==> src/rtl/pipe_ctrl_pkg.sv <==
// Shared types for the pipeline stall/flush sequencer: FSM encoding,
// default mult/div latency and the front-end strobe bundle.
package pipe_ctrl_pkg;

    typedef enum logic {
        RUN      = 1'b0,
        MEM_WAIT = 1'b1
    } state_e;

    localparam int MD_LATENCY_DEF = 32;

    typedef struct packed {
        logic pc_we;
        logic ifid_we;
        logic ifid_flush;
        logic idex_flush;
    } strobe_t;

    localparam strobe_t STB_HOLD     = '{pc_we: 1'b0, ifid_we: 1'b0, ifid_flush: 1'b0, idex_flush: 1'b0};
    localparam strobe_t STB_STALL    = '{pc_we: 1'b0, ifid_we: 1'b0, ifid_flush: 1'b0, idex_flush: 1'b1};
    localparam strobe_t STB_REDIRECT = '{pc_we: 1'b1, ifid_we: 1'b1, ifid_flush: 1'b1, idex_flush: 1'b0};
    localparam strobe_t STB_ADVANCE  = '{pc_we: 1'b1, ifid_we: 1'b1, ifid_flush: 1'b0, idex_flush: 1'b0};

endpackage

==> src/rtl/md_countdown.sv <==
// Mult/div occupancy counter: load restarts the count, otherwise it runs
// down to zero and emits a one-cycle registered done pulse on arrival.
module md_countdown #(
    parameter int MD_LATENCY = 32,
    parameter int CNT_W      = 6
) (
    input  logic clk,
    input  logic rst,
    input  logic i_load,
    output logic o_busy,
    output logic o_done
);

    localparam logic [CNT_W-1:0] LOAD_VAL = CNT_W'(MD_LATENCY - 1);

    logic [CNT_W-1:0] r_cnt;
    logic             r_done;

    always_ff @(posedge clk or posedge rst) begin
        if (rst) begin
            r_cnt  <= '0;
            r_done <= 1'b0;
        end else begin
            r_done <= 1'b0;
            if (i_load) begin
                r_cnt <= LOAD_VAL;
            end else if (r_cnt != '0) begin
                r_cnt  <= r_cnt - CNT_W'(1);
                r_done <= (r_cnt == CNT_W'(1));
            end
        end
    end

    assign o_busy = (r_cnt != '0);
    assign o_done = r_done;

endmodule

==> src/rtl/pipeline_ctrl.sv <==
// Stall/flush sequencer for the 5-stage pipeline: merges memory wait,
// hazard stalls, mult/div occupancy and ID redirects into register strobes.
module pipeline_ctrl
    import pipe_ctrl_pkg::*;
#(
    parameter int MD_LATENCY  = MD_LATENCY_DEF,
    parameter int CNT_W       = 6,
    parameter int STALL_CNT_W = 16
) (
    input  logic                   clk,
    input  logic                   rst,
    input  logic                   hazard_stall,
    input  logic                   branch_taken_id,
    input  logic                   jump_id,
    input  logic                   md_start_ex,
    input  logic                   md_use_id,
    input  logic                   dmem_req_mem,
    input  logic                   dmem_ready,
    output logic                   pc_we,
    output logic                   ifid_we,
    output logic                   ifid_flush,
    output logic                   idex_flush,
    output logic                   exmem_we,
    output logic                   md_busy,
    output logic                   md_done,
    output logic [STALL_CNT_W-1:0] stall_cycles
);

    state_e                 r_state;
    state_e                 w_state_nxt;
    logic                   w_freeze;
    logic                   w_front_stall;
    logic                   w_redirect;
    strobe_t                w_stb;
    logic                   w_exmem_we;
    logic [STALL_CNT_W-1:0] r_stall_cycles;

    always_ff @(posedge clk or posedge rst) begin
        if (rst) r_state <= RUN;
        else     r_state <= w_state_nxt;
    end

    always_comb begin
        w_state_nxt = r_state;
        case (r_state)
            RUN:      if (dmem_req_mem && !dmem_ready) w_state_nxt = MEM_WAIT;
            MEM_WAIT: if (dmem_ready)                  w_state_nxt = RUN;
            default:                                   w_state_nxt = RUN;
        endcase
    end

    // The ready cycle of a memory wait is already an advancing cycle.
    assign w_freeze      = ((r_state == RUN) && dmem_req_mem && !dmem_ready) ||
                           ((r_state == MEM_WAIT) && !dmem_ready);
    assign w_front_stall = hazard_stall || (md_use_id && md_busy);
    assign w_redirect    = branch_taken_id || jump_id;

    // A redirect under a front stall is dropped; the branch re-resolves later.
    always_comb begin
        w_stb      = STB_ADVANCE;
        w_exmem_we = 1'b1;
        if (rst || w_freeze) begin
            w_stb      = STB_HOLD;
            w_exmem_we = 1'b0;
        end else if (w_front_stall) begin
            w_stb = STB_STALL;
        end else if (w_redirect) begin
            w_stb = STB_REDIRECT;
        end
    end

    assign pc_we      = w_stb.pc_we;
    assign ifid_we    = w_stb.ifid_we;
    assign ifid_flush = w_stb.ifid_flush;
    assign idex_flush = w_stb.idex_flush;
    assign exmem_we   = w_exmem_we;

    // A frozen mult/div issue is ignored; the instruction stays in EX and reissues.
    md_countdown #(
        .MD_LATENCY (MD_LATENCY),
        .CNT_W      (CNT_W)
    ) u_md (
        .clk    (clk),
        .rst    (rst),
        .i_load (md_start_ex && !w_freeze),
        .o_busy (md_busy),
        .o_done (md_done)
    );

    always_ff @(posedge clk or posedge rst) begin
        if (rst)
            r_stall_cycles <= '0;
        else if (!w_stb.pc_we && (r_stall_cycles != '1))
            r_stall_cycles <= r_stall_cycles + STALL_CNT_W'(1);
    end

    assign stall_cycles = r_stall_cycles;

endmodule

==> config.mk <==
export PLATFORM = sky130hd
export DESIGN_NAME = pipeline_ctrl
export DESIGN_NICKNAME = d
export VERILOG_FILES = /design/src/rtl/pipe_ctrl_pkg.sv /design/src/rtl/md_countdown.sv /design/src/rtl/pipeline_ctrl.sv
export SDC_FILE = /design/constraint.sdc
export NUM_CORES = 1
export LEC_CHECK = 0
export BUFFER_PORTS_ARGS = -buffer_cell sky130_fd_sc_hd__buf_2
export CORE_ASPECT_RATIO = 1.4
export CORE_UTILIZATION = 52
export CTS_BUF_LIST = sky130_fd_sc_hd__clkbuf_8 sky130_fd_sc_hd__clkbuf_16
export DETAILED_ROUTE_END_ITERATION = 12
export PLACE_DENSITY_LB_ADDON = 0.08
export RECOVER_POWER = 100
export SLEW_MARGIN = 10
export SYNTH_ARGS = -nofsm -noshare
export SYNTH_HDL_FRONTEND = slang
export SYNTH_HIERARCHICAL = 1
export SYNTH_SLANG_ARGS = --single-unit
==> constraint.sdc <==
create_clock -name clk -period 3.3 [get_ports clk]
set_clock_uncertainty 0.2 [all_clocks]
set_input_delay 0.165 -clock clk [delete_from_list [all_inputs] [get_ports clk]]
set_output_delay 0.165 -clock clk [all_outputs]
set_load 0.1 [all_outputs]
==> flow_metrics.env <==
export IMPL_slew_viol_final=0
export IMPL_hpwl_um=1995
export IMPL_hold_violations=0
export IMPL_grt_pass1_wl_um=4064
export IMPL_num_vias=1017
export IMPL_die_width_um=44.79
export IMPL_worst_setup_path_type="flop to primary output"
export IMPL_p_sw_frac=0.5549
export IMPL_fin_area_um2=1541
export IMPL_top_level_ports=32
export IMPL_cts_buffers_inserted=3
export IMPL_setup_viol_count_final=0
export IMPL_portBuffers=31
export IMPL_wirelength_um=2627
export IMPL_wl_per_cell_um=13.61
export IMPL_grt_overflow_total=0
export IMPL_cts_tree="done"
export IMPL_clockBufferDepth=2
export IMPL_core_rowCount=21
export IMPL_r2r_end="stall_cycles[11]"
export IMPL_htreeDepth=1
export IMPL_drtIter0Drc=10
export IMPL_drc=0
export IMPL_start_util=0.5512
export IMPL_grt_setup_unrepaired="no"
export IMPL_switchingPower_uw=821.3
export IMPL_syn_nets=137
export IMPL_placed_cell_area_um2=1533
export IMPL_dp_cells=188
export IMPL_slowest_stage="nor4_1"
export IMPL_clock_sinks=24
export IMPL_dr_pass1_iters=5
export IMPL_crit_path_end_kind="primary output"
export IMPL_finalNetCount=173
export IMPL_r2r_start="u_md/r_cnt[2]"
export IMPL_insertion_delay_ns=0.26
export IMPL_min_path_type="input pin to flop"
export IMPL_area_growth_pct=15.68
export IMPL_max_vdd_ir_drop_v=0.0008950
export IMPL_synth_top_area_share=0.4507
export IMPL_p_int_uw=658.9
export IMPL_powerDensity_nw_per_um2=960.2
export IMPL_ys_types=37
export IMPL_antenna_found_initial=0
export IMPL_grt_max_degree=19
export IMPL_status="finished, final reports clean"
export IMPL_path_clk_slew_ns=0.09
export IMPL_drv_cap=0
export IMPL_drive_gt1_frac=0.1698
export IMPL_gp_congestion=0.7751
export IMPL_core_um2=2417
export IMPL_yosysWarnings=6
export IMPL_cts_resized=0
export IMPL_fin_crit_sh=0.9188
export IMPL_p_clk_frac=0.174
export IMPL_n_antenna_cell=0
export IMPL_synthCells=124
export IMPL_yosysSeqAreaShare=0.4507
export IMPL_cts_root_buf="clkbuf_8"
export IMPL_yosysTopAreaCell="dfrtp_1"
export IMPL_synth_cell_area_um2=1333
export IMPL_grt_use_total=0.1983
export IMPL_cp_max_fo=10
export IMPL_worst_endpoint_required_ns=2.93
export IMPL_slew_headroom=0.2215
export IMPL_post_route_min_period_ns=3.032
export IMPL_r2r_cells=8
export IMPL_slowest_delay_ns=0.51
export IMPL_synth_area_per_cell_um2=10.75
export IMPL_worst_r2r_setup_slack_ns=0.46
export IMPL_pwr_share_comb=0.509
export IMPL_arrival_ns=2.67
export IMPL_leakage_uw=0.0006610
export IMPL_vias_per_cell=5.269
export IMPL_die_area_um2=2772
export IMPL_critPathLaunchType="flop"
export IMPL_first_global_vias=933
export IMPL_synth_seq_cells=24
export IMPL_max_freq_ghz=0.3298
export IMPL_ant_nets=0
export IMPL_synthTopCellsByArea="dfrtp_1 45%, xor2_1 8.5%, nor4_4 4.8%, ha_1 3.8%, nand2_1 2.8%"
export IMPL_seq_power_share=0.317
export IMPL_crit_path_cell_trace="nor4_1, nand2_2, a21oi_1, nand3_1, inv_1, buf_2"
export IMPL_instances_no_fill=193
export IMPL_die_height_um=61.90
export IMPL_cp_endpoint="ifid_we"
export IMPL_crit_start="u_md/r_cnt[2]"
export IMPL_worstMarginPinSlew_ns=1.173
registers in the layout (all words and copies together) (netlist names):
| register | flops |
|---|---|
| r_state | 1 |
| stall_cycles | 16 |
| u_md/o_done | 1 |
| u_md/r_cnt | 6 |
worst max-delay path, delay by kind of cell, from the launching register on:
| family | cells | cell delay [ns] |
|---|---|---|
| AND/OR/NAND/NOR | 3 | 0.95 |
| AO/OA/AOI/OAI | 1 | 0.26 |
| flip-flops | 1 | 0.42 |
| buffers and inverters | 2 | 0.77 |
power by group through the flow:
stage | sequential [µW] | combinational [µW] | clock (µW)
2_1_floorplan | 923 | 202 | 0
3_3_place_gp | 469 | 774 | 0
3_5_place_dp | 473 | 781 | 0
4_1_cts | 467 | 783 | 261
5_1_grt | 482 | 790 | 274
6_report | 470 | 753 | 257
worst min path at each step:
stage	start	end	slack [ns]	depth (start not counted)
5_1_grt	dmem_req_mem	r_state	0.04	3
4_1_cts	dmem_req_mem	r_state	0.02	3
3_5_place_dp	rst	u_md/r_cnt[1]	-0.05	2
3_3_place_gp	rst	u_md/r_cnt[1]	-0.06	2
2_1_floorplan	rst	u_md/o_done	-0.23	1
6_report	dmem_req_mem	r_state	0.03	3
area by class of cell:
| cell class | count | area [µm²] |
|---|---|---|
| Tap cell | 34 | 42.54 |
| Clock inverter | 1 | 30.03 |
| Fill cell | 218 | 875.8 |
| Clock buffer | 3 | 41.29 |
| Sequential cell | 24 | 600.6 |
| Multi-Input combinational cell | 90 | 646.9 |
| Timing Repair Buffer | 35 | 157.7 |
| Inverter | 6 | 22.52 |
cells in the final DEF (no fill, tap or decap), types with 2 or more instances in the layout:
cell type	netlist	routed
nor2_1	9	8
clkbuf_8	0	3
and3_1	3	3
nor2b_1	2	2
nand3_1	5	5
or3_4	2	2
mux2_2	2	2
nand4_1	5	5
buf_4	1	2
dfrtp_1	24	24
mux2i_1	2	2
inv_1	6	6
nor4b_1	1	2
a21o_1	2	2
nor3_1	3	2
buf_2	1	9
a21oi_1	2	2
xnor2_1	3	3
clkbuf_1	1	22
ha_1	4	4
xor2_1	13	13
nand2_1	10	10
nor4_1	4	7
nor3b_1	2	2
cell usage after synthesis:
library cell / instances
nor2_1: 9
a21oi_1: 2
nor3b_1: 2
o31ai_1: 1
nand3_2: 1
or4_1: 1
xor2_1: 13
nand3_1: 5
xnor2_1: 3
a21o_1: 2
nor4_1: 4
and3_1: 3
mux2i_1: 2
and2_1: 1
nor4_2: 2
a211o_1: 1
buf_2: 1
a21boi_1: 1
nor4b_2: 1
buf_4: 1
or2_2: 1
mux2_2: 2
nor4_4: 3
nor4b_1: 1
nor3_1: 3
nor2b_1: 2
o21bai_1: 1
nand2_1: 10
nand2_2: 1
ha_1: 4
and2b_1: 1
clkbuf_1: 1
or3_4: 2
nand4_1: 5
dfrtp_1: 24
inv_1: 6
buf_6: 1
layer usage:
metal	vias up	part of all wire	routed length, µm	track usage
met1	491	0.41	1075	0.2292
li1	499	-	-	-
met2	21	0.55	1443	0.3676
met4	0	0.018	47	0.07359
met5	-	0	0	0
met3	6	0.023	60	0.02890
through the flow:
stage	worst slack (ns)	hold WS, ns	utilization	setup TNS [ns]	total power (µW)
after global placement	0.6740	-0.05921	0.6341	0	1243
after floorplan	-0.05516	-0.2316	-	-0.05516	1124
final	0.2681	0.03442	0.6377	0	1480
after global routing	0.03247	0.04418	0.6377	0	1546
after detailed placement	0.5659	-0.04756	0.6341	0	1254
after CTS	0.2740	0.02108	0.6677	0	1511
cells by family (layout without fill, tap and decap cells):
family          Yosys count  after routing  synth area share
simple gates             58             58            0.2948
mux                       4              4           0.03192
flops                    24             24            0.4507
fa+ha+maj                 4              4           0.03756
xor+xnor                 16             16            0.1052
compound gates            8              8           0.04226
buf+inv                  10             45           0.03755
repair_timing:
action,in CTS,in global routing
endpoints found under the hold margin,24,0
buffers inserted,0,0
hold buffers,1,0
No activity file was read; power rests on OpenSTA's default activity.
